### config.mk
export PLATFORM = sky130hd
export DESIGN_NAME = reg_file_sb_flat
export DESIGN_NICKNAME = d
export VERILOG_FILES = /design/src/rtl/reg_file_sb_if.sv /design/src/rtl/reg_file_sb.sv /design/src/flat_wrapper.sv
export SDC_FILE = /design/constraint.sdc
export NUM_CORES = 1
export LEC_CHECK = 0
export ABC_AREA = 1
export BUFFER_PORTS_ARGS = -buffer_cell sky130_fd_sc_hd__buf_4
export CORE_AREA = 10 10 124 172
export DETAILED_ROUTE_END_ITERATION = 6
export DIE_AREA = 0 0 134 182
export PLACE_DENSITY = 0.86
export SETUP_SLACK_MARGIN = 0.4
export SYNTH_ARGS = -nofsm -noshare
export SYNTH_HDL_FRONTEND = slang
export SYNTH_SLANG_ARGS = --single-unit
### constraint.sdc
create_clock -name clk_i -period 4.5 [get_ports clk_i]
set_input_delay 0.225 -clock clk_i [delete_from_list [all_inputs] [get_ports clk_i]]
set_output_delay 0.225 -clock clk_i [all_outputs]
set_load 0.005 [all_outputs]
### src/rtl/reg_file_sb_if.sv
// rtl/reg_file_sb_if.sv - read, write and scoreboard signal bundle for reg_file_sb
interface reg_file_sb_if #(
  parameter int DATA_W = 16,
  parameter int ADDR_W = 3,
  parameter int N_RD   = 2
);
  logic [N_RD*ADDR_W-1:0] rd_addr;
  logic [N_RD*DATA_W-1:0] rd_data;
  logic [N_RD-1:0]        rd_busy;
  logic                   wr0_en;
  logic [ADDR_W-1:0]      wr0_addr;
  logic [DATA_W/8-1:0]    wr0_be;
  logic [DATA_W-1:0]      wr0_data;
  logic                   wr0_clr;
  logic                   wr1_en;
  logic [ADDR_W-1:0]      wr1_addr;
  logic [DATA_W/8-1:0]    wr1_be;
  logic [DATA_W-1:0]      wr1_data;
  logic                   wr1_clr;
  logic                   sb_set_en;
  logic [ADDR_W-1:0]      sb_set_addr;
  logic                   sb_flush;
  logic [ADDR_W:0]        busy_cnt;

  modport master (
    output rd_addr, wr0_en, wr0_addr, wr0_be, wr0_data, wr0_clr,
    output wr1_en, wr1_addr, wr1_be, wr1_data, wr1_clr,
    output sb_set_en, sb_set_addr, sb_flush,
    input  rd_data, rd_busy, busy_cnt
  );

  modport slave (
    input  rd_addr, wr0_en, wr0_addr, wr0_be, wr0_data, wr0_clr,
    input  wr1_en, wr1_addr, wr1_be, wr1_data, wr1_clr,
    input  sb_set_en, sb_set_addr, sb_flush,
    output rd_data, rd_busy, busy_cnt
  );
endinterface

### src/rtl/reg_file_sb.sv
// rtl/reg_file_sb.sv - multi-read, dual-write register file with busy-bit scoreboard
module reg_file_sb #(
  parameter int DATA_W   = 16,
  parameter int ADDR_W   = 3,
  parameter int N_RD     = 2,
  parameter int BYPASS   = 1,
  parameter int ZERO_REG = 0
) (
  input logic          clk_i,
  input logic          rst_i,
  reg_file_sb_if.slave rf
);
  localparam int DEPTH = 1 << ADDR_W;
  localparam int NB    = DATA_W / 8;
  localparam int CNT_W = ADDR_W + 1;

  logic [DATA_W-1:0] regs_q [DEPTH];
  logic [DATA_W-1:0] regs_d [DEPTH];
  logic [DEPTH-1:0]  busy_q, busy_d;
  logic [CNT_W-1:0]  cnt_q, cnt_d;

  logic wr0_ok, wr1_ok, set_ok;
  logic [N_RD*DATA_W-1:0] rd_data_c;
  logic [N_RD-1:0]        rd_busy_c;
  logic [ADDR_W-1:0]      ra;
  logic [DATA_W-1:0]      rv;
  logic                   rb;

  // Accesses to the hardwired-zero register are squashed here, once, for every consumer.
  assign wr0_ok = rf.wr0_en && !((ZERO_REG != 0) && (rf.wr0_addr == '0));
  assign wr1_ok = rf.wr1_en && !((ZERO_REG != 0) && (rf.wr1_addr == '0));
  assign set_ok = rf.sb_set_en && !((ZERO_REG != 0) && (rf.sb_set_addr == '0));

  always_comb begin
    regs_d = regs_q;
    for (int b = 0; b < NB; b++) begin
      if (wr0_ok && rf.wr0_be[b]) regs_d[rf.wr0_addr][8*b +: 8] = rf.wr0_data[8*b +: 8];
      if (wr1_ok && rf.wr1_be[b]) regs_d[rf.wr1_addr][8*b +: 8] = rf.wr1_data[8*b +: 8];
    end
  end

  always_comb begin
    busy_d = busy_q;
    if (rf.sb_flush) begin
      busy_d = '0;
    end else begin
      if (wr0_ok && rf.wr0_clr) busy_d[rf.wr0_addr] = 1'b0;
      if (wr1_ok && rf.wr1_clr) busy_d[rf.wr1_addr] = 1'b0;
      if (set_ok) busy_d[rf.sb_set_addr] = 1'b1;
    end
    cnt_d = '0;
    for (int k = 0; k < DEPTH; k++) cnt_d = cnt_d + CNT_W'(busy_d[k]);
  end

  always_ff @(posedge clk_i) begin
    if (rst_i) begin
      for (int k = 0; k < DEPTH; k++) regs_q[k] <= '0;
      busy_q <= '0;
      cnt_q  <= '0;
    end else begin
      regs_q <= regs_d;
      busy_q <= busy_d;
      cnt_q  <= cnt_d;
    end
  end

  // Bypass merges in this cycle's writes and clears, but never sets or flushes.
  always_comb begin
    rd_data_c = '0;
    rd_busy_c = '0;
    ra = '0;
    rv = '0;
    rb = 1'b0;
    for (int i = 0; i < N_RD; i++) begin
      ra = rf.rd_addr[i*ADDR_W +: ADDR_W];
      rv = regs_q[ra];
      rb = busy_q[ra];
      if (BYPASS != 0) begin
        for (int b = 0; b < NB; b++) begin
          if (wr0_ok && rf.wr0_be[b] && rf.wr0_addr == ra) rv[8*b +: 8] = rf.wr0_data[8*b +: 8];
          if (wr1_ok && rf.wr1_be[b] && rf.wr1_addr == ra) rv[8*b +: 8] = rf.wr1_data[8*b +: 8];
        end
        if (wr0_ok && rf.wr0_clr && rf.wr0_addr == ra) rb = 1'b0;
        if (wr1_ok && rf.wr1_clr && rf.wr1_addr == ra) rb = 1'b0;
      end
      if ((ZERO_REG != 0) && (ra == '0)) begin
        rv = '0;
        rb = 1'b0;
      end
      rd_data_c[i*DATA_W +: DATA_W] = rv;
      rd_busy_c[i] = rb;
    end
  end

  assign rf.rd_data  = rd_data_c;
  assign rf.rd_busy  = rd_busy_c;
  assign rf.busy_cnt = cnt_q;
endmodule

### src/flat_wrapper.sv
// flat-port wrapper written by rule: the top's interface ports become plain ports
module reg_file_sb_flat 
#(
  parameter int DATA_W   = 16,
  parameter int ADDR_W   = 3,
  parameter int N_RD     = 2,
  parameter int BYPASS   = 1,
  parameter int ZERO_REG = 0
)
  (clk_i, rst_i, rf_rd_addr, rf_wr0_en, rf_wr0_addr, rf_wr0_be, rf_wr0_data, rf_wr0_clr, rf_wr1_en, rf_wr1_addr, rf_wr1_be, rf_wr1_data, rf_wr1_clr, rf_sb_set_en, rf_sb_set_addr, rf_sb_flush, rf_rd_data, rf_rd_busy, rf_busy_cnt);
  reg_file_sb_if #(.DATA_W(DATA_W), .ADDR_W(ADDR_W), .N_RD(N_RD)) rf_i ();
  input logic clk_i;
  input logic rst_i;
  input wire logic [$bits(rf_i.rd_addr)-1:0] rf_rd_addr;
  input wire logic [$bits(rf_i.wr0_en)-1:0] rf_wr0_en;
  input wire logic [$bits(rf_i.wr0_addr)-1:0] rf_wr0_addr;
  input wire logic [$bits(rf_i.wr0_be)-1:0] rf_wr0_be;
  input wire logic [$bits(rf_i.wr0_data)-1:0] rf_wr0_data;
  input wire logic [$bits(rf_i.wr0_clr)-1:0] rf_wr0_clr;
  input wire logic [$bits(rf_i.wr1_en)-1:0] rf_wr1_en;
  input wire logic [$bits(rf_i.wr1_addr)-1:0] rf_wr1_addr;
  input wire logic [$bits(rf_i.wr1_be)-1:0] rf_wr1_be;
  input wire logic [$bits(rf_i.wr1_data)-1:0] rf_wr1_data;
  input wire logic [$bits(rf_i.wr1_clr)-1:0] rf_wr1_clr;
  input wire logic [$bits(rf_i.sb_set_en)-1:0] rf_sb_set_en;
  input wire logic [$bits(rf_i.sb_set_addr)-1:0] rf_sb_set_addr;
  input wire logic [$bits(rf_i.sb_flush)-1:0] rf_sb_flush;
  output wire logic [$bits(rf_i.rd_data)-1:0] rf_rd_data;
  output wire logic [$bits(rf_i.rd_busy)-1:0] rf_rd_busy;
  output wire logic [$bits(rf_i.busy_cnt)-1:0] rf_busy_cnt;
  assign rf_i.rd_addr = rf_rd_addr;
  assign rf_i.wr0_en = rf_wr0_en;
  assign rf_i.wr0_addr = rf_wr0_addr;
  assign rf_i.wr0_be = rf_wr0_be;
  assign rf_i.wr0_data = rf_wr0_data;
  assign rf_i.wr0_clr = rf_wr0_clr;
  assign rf_i.wr1_en = rf_wr1_en;
  assign rf_i.wr1_addr = rf_wr1_addr;
  assign rf_i.wr1_be = rf_wr1_be;
  assign rf_i.wr1_data = rf_wr1_data;
  assign rf_i.wr1_clr = rf_wr1_clr;
  assign rf_i.sb_set_en = rf_sb_set_en;
  assign rf_i.sb_set_addr = rf_sb_set_addr;
  assign rf_i.sb_flush = rf_sb_flush;
  assign rf_rd_data = rf_i.rd_data;
  assign rf_rd_busy = rf_i.rd_busy;
  assign rf_busy_cnt = rf_i.busy_cnt;
  reg_file_sb #(.DATA_W(DATA_W), .ADDR_W(ADDR_W), .N_RD(N_RD), .BYPASS(BYPASS), .ZERO_REG(ZERO_REG)) u_core (.clk_i(clk_i), .rst_i(rst_i), .rf(rf_i));
endmodule
# Word-level counts from Yosys, hierarchy flattened
# Cells that the tools add are included.
# op_classes
n_addsub	7
n_mul	0
div	0
order_cmp	14
eq_ne	4
shifts	0
n_mux	50
n_bitwise	9
n_reduce_logical	23
# op_table
operator	n
$bwmux 128	4
$mux 128	4
$demux 16 s3	4
$mux 8	16
$bmux 16 s3	2
$mux 16	6
$add 4x1->4	6
$logic_and 1x1->1	23
$lt 3x4->1 const B	5
$and 8x8->8	2
$ge 4x4->1 const B	4
$not 3->4	4
$not 8->8	2
$eq 3x3->1	4
$demux 1 s3	3
$ge 3x1->1 const B	3
$mux 1	9
$lt 4x1->1 const B	2
$or 8x8->8	1
$bmux 1 s3	2
$add 1x1->2	1
# word_totals
regBits	140
latch_bits	0
ramBits	0
romBits	0
inputBits	59
output_inout_bits	38
wordCells	117
mem_count	0

# Logic depth before layout (Yosys ltp)
# Gate-level depths: netlist of run 1.
# depth
word_depth	21
depth_mapped	17
ltp_nobuf	17

# Worst setup path after synthesis of run 1
# Ideal clock, no wire load.
# synth_path
kind	input to register
start	input rf_wr0_addr[0]
end	register u_core.cnt_q[2] (netlist: u_core.rf.busy_cnt[2])
arrival_time_ps	3326
required_ps	4381
slack_ps	1055
cell_stages	17
path_cell_list	buf_6 > nor3b_4 > nand2_1 > o211ai_1 > nand2_1 > nand2_1 > inv_1 > ha_1 > inv_1 > fa_1 > inv_1 > fa_1 > inv_1 > fa_1 > fa_1 > o21ai_0 > a21oi_1
# synth_between
elab_chain_len	21
# synth_rtl
item	line	source
from (decl)	flat_wrapper.sv:16	input wire logic [$bits(rf_i.wr0_addr)-1:0] rf_wr0_addr;
$lt 3x4->1 (not written as such) / $ge 3x1->1 (equally long branches)	reg_file_sb.sv:47	if (wr0_ok && rf.wr0_clr) busy_d[rf.wr0_addr] = 1'b0;
$logic_and 1x1->1 (not written as such)	reg_file_sb.sv:47	
$mux 1 (not written as such)	reg_file_sb.sv:47	
$demux 1 s3 *	-	
$not 8->8 (no line) *	-	
$and 8x8->8 (no line) *	-	
$mux 8 *	reg_file_sb.sv:47	
$mux 8 *	reg_file_sb.sv:44	if (rf.sb_flush) begin
$and 8x8->8 (no line)	-	
$mux 8 *	reg_file_sb.sv:48	if (wr1_ok && rf.wr1_clr) busy_d[rf.wr1_addr] = 1'b0;
$mux 8 *	reg_file_sb.sv:44	
$or 8x8->8 (no line)	-	
$mux 8 *	reg_file_sb.sv:49	if (set_ok) busy_d[rf.sb_set_addr] = 1'b1;
$mux 8 *	reg_file_sb.sv:44	
via u_core.busy_d[1]	reg_file_sb.sv:19	logic [DEPTH-1:0] busy_q, busy_d;
$add 1x1->2 *	reg_file_sb.sv:52	for (int k = 0; k < DEPTH; k++) cnt_d = cnt_d + CNT_W'(busy_d[k]);
$add 4x1->4 * (6 in series)	reg_file_sb.sv:52	
to (signal assigned)	reg_file_sb.sv:63	cnt_q <= cnt_d;
to (decl)	reg_file_sb.sv:20	logic [CNT_W-1:0] cnt_q, cnt_d;
# Mark *: on every way through the listed nets, which the timed path passes. The rest lies on a longest branch. The select of a mux whose other input is x is not followed.
# A chain may end at the register's enable or synchronous reset.

# Worst setup path after layout of run 1
# Ends and elaborated chain as after synthesis.

==> summary.txt, run 1 <==
Floorplanning
  – Die height: 182 um
  – I/O pins: 97
  – Core Footprint: 18200 um^2
  – Initial Util: 0.597
  – Site Rows: 59
  – Die width: 134 um
  – Die ar.: 24400 um^2

Power and ir drop
  – Leak: 6.31 nW
  – PwrDens: 293 nW/um^2
  – Max IR drop VDD: 220 uV

Min path
  – Hold Path Depth: 3
  – Worst hold path type: input port to flop
  – Hold Path End: u_core.regs_q[10]
  – Hold Startpoint: rf_wr1_data[10]

Worst setup path
  – Crit-path slowest cell: fa_1
  – Reg2Reg Setup Slack: 1.31 ns
  – Reg2reg end: u_core.rf.busy_cnt[2]
  – Worst EP required: 4.83 ns
  – Cell Chain, Critical Path: buf_4 > nor3b_4 > nand2_1 > o211ai_1 > nand2_1 > nand2_1 > inv_1 > ha_1 > inv_1 > fa_1 > inv_1 > fa_1 > inv_1 > fa_1 > fa_1 > o21ai_0 > a21oi_1
  – Setup crit start kind: input port
  – Kind of critical path: input port to flop
  – Crit Path Max Fanout: 10
  – Worst R2R Start: u_core.busy_q[1]
  – Reg2reg path depth: 14
  – Crit end category: flop
  – CP max stage delay: 0.48 ns
  – CP arrival: 3.61 ns

Finish
  – Design Area, Final: 12000 um^2
  – Seq. cell area: 2800 um^2
  – Most frequent cells in the layout: nand2_1, nand3_1, inv_1
  – Commonest non-fill, non-tap cell in the layout: nand2_1
  – Layout cells sized above 1: 0.104
  – Final std cells w/o fill: 2144
  – Area of the multi-input gates: 6380 um^2
  – Number of fill cells: 1733
  – Area growth from synthesis to layout: 10.6%
  – Nets: 1953
  – ANT cells: 0
  – Final core utilization: 0.660

Routing
  – Vias per cell: 6.17
  – Drt drc: 18
  – Iter 0 DRT Violations: 2341
  – DR vias: 13200
  – Post-Route WL: 42.3 mm
  – DR pass1 iterations: 7
  – WL/cell: 19.7 um
  – Final antenna-violating net count: 0

Clocking
  – H-tree levels: 4
  – Clk Latency, worst-skew pair: 0.44 ns
  – Clock Sinks: 140
  – Post-CTS setup buffers: 0
  – CTS tree: done
  – Post-CTS sizing: 0
  – CTS Hold Buffers Added: 0
  – Clk root buf: clkbuf_16
  – CTS max path bufs: 2
  – CTS buffer count: 17
  – Worst-path clk slew: 0.06 ns

Logic synthesis
  – Synth Area in XOR/XNOR: 0.00828
  – Main combinational cell family by area after synthesis: simple AND/OR/NAND/NOR gates
  – Mapped Cells: 1869
  – Sequential cell area fraction in the yosys report: 0.258
  – Post-synthesis mux area share: 0
  – Synth Warn #: 0
  – Synth cell types: 37
  – Compound-Gate Fraction of Synth Area: 0.174
  – Post-synth ARST share: 0
  – Simple-gate share of the synthesized area: 0.393
  – Number of synthesized flops with an enable pin: 0
  – Post-Synth Adder-Cell Area: 0.0108
  – Syn nets: 1935
  – Post-Syn Area: 10900 um^2
  – Prevailing post-synth register cell: dfxtp_1
  – FF+latch count, synth: 140
  – Syn avg cell area: 5.82 um^2

Timing
  – Period utilization: 0.729
  – Hold Vio Cnt, Final: 0
  – Final TNS setup: 0 ns
  – Fin. max-slew vios: 0
  – Worst slew margin: 0.207
  – F_max: 0.305 GHz
  – RSZ-0062 raised after global routing: no
  – Finish-stage setup viols: 0
  – Final setup margin: 1.22 ns
  – Layout Skew: 0.00151 ns
  – Fin crit period: 3.28 ns
  – Least-Margin Pin Slew: 1.19 ns

Placement
  – DP Area: 11400 um^2
  – Port Buffer Count: 96
  – Post-placement cell count: 2112
  – DP Worst Slack: 0.774 ns
  – Post-DP HPWL: 26.9 mm
  – GPL Wtd Cong: 0.951

Global routing
  – Global-route wire length before repair: 64.1 mm
  – GRT overflow: 0
  – Initial antenna violation count: 0
  – Total GRT Usage: 0.330
  – Vias in the first global route: 12200
  – Largest net degree at the start of global routing: 76

Run
  – Max-Cap Viols: 0

Run status
  – Violated checks: DRC
  – Outcome: complete, but fails checks
==> synthesized netlist by cell type, types with 3 or more instances <==
cell | number | area (um^2)
a21oi_1 | 126 | 631
nor2_1 | 61 | 229
nor3_2 | 3 | 30.0
o21ai_0 | 114 | 571
nor2_4 | 7 | 78.8
inv_2 | 9 | 33.8
nand2_1 | 545 | 2050
clkinv_1 | 8 | 30.0
buf_2 | 38 | 190
ha_1 | 3 | 37.5
o21bai_1 | 19 | 143
nand4_1 | 23 | 144
inv_1 | 282 | 1060
o211ai_1 | 56 | 420
buf_1 | 9 | 33.8
o21ai_1 | 19 | 95.1
nor2_2 | 7 | 43.8
inv_4 | 4 | 25.0
nand3_1 | 294 | 1470
nor3_4 | 3 | 48.8
fa_1 | 4 | 80.1
clkbuf_1 | 38 | 143
buf_6 | 6 | 67.6
o22ai_1 | 3 | 18.8
nand2_2 | 12 | 75.1
buf_4 | 15 | 113
nand3_2 | 6 | 60.1
dfxtp_1 | 140 | 2800
==> flip-flops by register name (all words and copies together), names as in the netlist <==
register,count
u_core.regs_q,128
u_core.busy_q,8
u_core.rf.busy_cnt,4
==> cell type report <==
class / count / area share
Timing Repair Buffer: 105 / 0.0655
Sequential cell: 140 / 0.233
Multi-Input combinational cell: 1318 / 0.530
Clock buffer: 20 / 0.0380
Inverter: 305 / 0.0962
Tap cell: 244 / 0.0254
Clock inverter: 12 / 0.0121
==> layer usage <==
metal	up-vias	wire length, um	global-route usage
met4	0	3350	0.251
li1	6049	-	-
met5	-	0	0
met1	5801	14200	0.370
met2	1061	19500	0.539
met3	314	5270	0.0680
==> logic make-up after synthesis <==
family | count (synthesis)
DFF | 140
buffers and inverters | 411
and+or+nand+nor | 966
xor gates and xnor gates | 6
adders and majority gates | 7
AOI/OAI and AO/OA | 339
==> power by group <==
part           internal (W)  total (W)  switching [W]
Clock              0.000896    0.00148       0.000581
Sequential          0.00128    0.00131      0.0000270
Combinational      0.000244   0.000741       0.000497
==> worst max-delay path by stage <==
stage	startpoint	end	slack [ns]	depth (start not counted)
after floorplan	rf_wr0_addr[0]	u_core.rf.busy_cnt[2]	1.05	17
after global placement	rf_wr0_addr[0]	u_core.rf.busy_cnt[2]	0.82	17
after detailed placement	rf_wr0_addr[0]	u_core.rf.busy_cnt[2]	0.77	17
after CTS	rf_wr0_addr[0]	u_core.rf.busy_cnt[2]	1.21	17
after global routing	rf_wr0_addr[0]	u_core.rf.busy_cnt[2]	0.92	17
final	rf_wr0_addr[0]	u_core.rf.busy_cnt[2]	1.22	17
==> metrics by stage <==
stage / power, W / hold WS, ns
detailed placement: 0.00204 / 0.507
global placement: 0.00203 / 0.497
CTS: 0.00348 / 0.0649
finish: 0.00353 / 0.0625
global route: 0.00363 / 0.0779
floorplan: 0.00178 / 0.373
==> worst max-delay path: cells and delay by family <==
family	cells	cell delay, ns
simple gates	4	0.54
compound gates	3	0.31
buf+inv	5	0.45
fa+ha+maj	5	2.09
Note: power is estimated with default switching activity, not from simulation.
==> run 2: changes to the inputs <==
==> constraint.sdc (replaced) <==
create_clock -name clk_i -period 3.3 [get_ports clk_i]
set_input_delay 0.165 -clock clk_i [delete_from_list [all_inputs] [get_ports clk_i]]
set_output_delay 0.165 -clock clk_i [all_outputs]
set_load 0.005 [all_outputs]
==> summary.txt, run 2 (synthesis gave the netlist of run 1 again) <==
Power and ir drop
  – Max IR drop VDD: 361 uV (+64%)
  – Pwr Total: 0.00484 W (+37%)
  – Leak: 6.42 nW (+1.8%)
  – PwrDens: 395 nW/um^2 (+35%)

Finish
  – ANT cells: 0 (unchanged)
  – Layout cells sized above 1: 0.117 (+0.0128)
  – Nets: 1976 (+1.2%)
  – Most frequent cells in the layout: nand2_1, nand3_1, inv_1
  – Commonest non-fill, non-tap cell in the layout: nand2_1
  – Design Area, Final: 12300 um^2 (+1.8%)
  – Most flop-heavy register: u_core.regs_q
  – Final std cells w/o fill: 2167 (+1.1%)
  – Largest register FFs: 128 (unchanged)
  – Final core utilization: 0.672 (+0.0119)
  – Area growth from synthesis to layout: 12.6%

Global routing
  – Most Used Layer, Global Route: met2
  – Met2 Use GR: 0.513 (-0.0256)
  – Met1 GRT Util: 0.405 (+0.0351)
  – Vias in the first global route: 12600 (+3.8%)
  – Largest net degree at the start of global routing: 76 (unchanged)
  – Global-route wire length before repair: 66.4 mm (+3.6%)
  – GR Util met3: 0.0961 (+0.0282)
  – GRT overflow: 0 (unchanged)
  – Total GRT Usage: 0.338 (+0.00782)
  – Initial antenna violation count: 0 (unchanged)

Timing
  – Worst slew margin: 0.393 (+0.187)
  – Finish-stage setup viols: 0 (unchanged)
  – F_max: 0.330 GHz
  – Layout Skew: 0.00578 ns (+0.00427 ns)
  – Least-Margin Pin Slew: 0.910 ns (-0.278 ns)
  – Period utilization: 0.917
  – Fin. max-slew vios: 0 (unchanged)
  – RSZ-0062 raised after global routing: yes
  – Fin crit period: 3.03 ns
  – Hold Vio Cnt, Final: 0 (unchanged)

Placement
  – Post-DP HPWL: 27.3 mm (+1.7%)
  – Post-placement cell count: 2134 (+1.0%)
  – DP Area: 11600 um^2 (+1.8%)
  – GPL Wtd Cong: 0.995 (+4.7%)
  – Port Buffer Count: 96 (unchanged)

Worst setup path
  – Worst path top cell family by delay: adder cells
  – Crit-path slowest cell: fa_2
  – Crit end category: flop
  – CP arrival: 3.32 ns (-0.29 ns)
  – Most frequent CP cell: inv_1
  – CP max stage delay: 0.52 ns (+0.04 ns)
  – Worst EP required: 3.60 ns (-1.23 ns)
  – Kind of critical path: flop to flop
  – Buf/Inv on CP: 4 (-1)
  – Crit Path Max Fanout: 2 (-8)
  – Setup crit start kind: flop
  – Cell Chain, Critical Path: o211ai_1 > nand2_1 > nand2_1 > inv_1 > ha_1 > inv_1 > fa_1 > inv_1 > fa_1 > inv_1 > fa_2 > fa_2 > nor2_1

Clocking
  – Clk Latency, worst-skew pair: 0.44 ns (about the same)
  – Worst-path clk slew: 0.06 ns (about the same)
  – CTS tree: done
  – H-tree levels: 4 (unchanged)
  – Clk root buf: clkbuf_16
  – Clock Sinks: 140 (unchanged)
  – CTS buffer count: 17 (unchanged)
  – CTS Hold Buffers Added: 0 (unchanged)
  – CTS max path bufs: 2 (unchanged)

Run status
  – Violated checks: DRC
  – Outcome: complete, but fails checks

Min path
  – Worst hold path type: input port to flop

Floorplanning
  – I/O pins: 97 (unchanged)
  – Initial Util: 0.597 (unchanged)
  – Die height: 182 um (unchanged)
  – Die width: 134 um (unchanged)
  – Site Rows: 59 (unchanged)
  – Die ar.: 24400 um^2 (unchanged)
  – Core Footprint: 18200 um^2 (unchanged)

Routing
  – Post-Route WL: 42.1 mm (-0.54%)
  – DR pass1 iterations: 7 (unchanged)
  – Vias per cell: 6.14 (-0.46%)
  – DR vias: 13300 (+0.60%)
  – WL/cell: 19.4 um (-1.6%)
  – Iter 0 DRT Violations: 2164 (-7.6%)
  – Final antenna-violating net count: 0 (unchanged)
  – Drt drc: 14 (-4)

Run
  – Max-Cap Viols: 0 (unchanged)
-- run 2: stage by stage --
stage / TNS, ns / worst slack, ns / hold slack [ns]
after detailed placement: -0.0738 / -0.0738 / 0.452
after global placement: -0.0335 / -0.0335 / 0.452
after CTS: 0 / 0.264 / 0.00314
after global routing: 0 / 0.144 / 0.0318
after floorplan: 0 / 0.0819 / 0.313
final: 0 / 0.274 / 0.00493
-- run 2: layout make-up --
| class | count | area [um^2] |
|---|---|---|
| fill | 1705 | 5980 |
| clock inverter | 13 | 165 |
| sequential | 140 | 2810 |
| timing repair buffer | 128 | 998 |
| multi-input combinational | 1318 | 6390 |
| tap | 244 | 305 |
| inverter | 305 | 1160 |
| clock buffer | 19 | 433 |
-- run 2: worst register-to-register path: stages, from the launching register on --
cell and delay (ns):
dfxtp_2 0.31, o211ai_1 0.09, nand2_1 0.08, nand2_1 0.08
inv_1 0.05, ha_1 0.27, inv_1 0.05, fa_1 0.47
inv_1 0.05, fa_1 0.48, inv_1 0.06, fa_2 0.35
fa_2 0.52, nor2_1 0.04
-- run 2: what timing repair did --
item | in CTS | in global routing
resized for setup | 1 | 2
buffers inserted | 1 | 0
endpoints found under the setup margin | 2 | 2
pin swaps | 3 | 1
-- run 2: power by group --
group,internal (W),leakage [nW],switching [W]
Sequential,0.00175,1.14,0.0000384
Clock,0.00119,0.280,0.000827
Combinational,0.000354,5.00,0.000683
Total,0.00329,6.42,0.00155
-- run 2: path summary, 6_finish.rpt --
kind                          start               endpoint  depth (start not counted)  slack (ns)
setup / recovery   u_core.busy_q[0]  u_core.rf.busy_cnt[1]                         13        0.27
hold / removal          rf_sb_flush       u_core.busy_q[7]                          4       0.005
hold reg to reg   u_core.regs_q[16]      u_core.regs_q[16]                          4        0.55
setup reg to reg   u_core.busy_q[0]  u_core.rf.busy_cnt[1]                         13        0.27
-- run 2: metal layers --
layer	vias up	wire [um]
li1	6110	-
met1	5807	14600
met2	1076	18100
met3	312	6290
met4	0	3090
met5	-	0
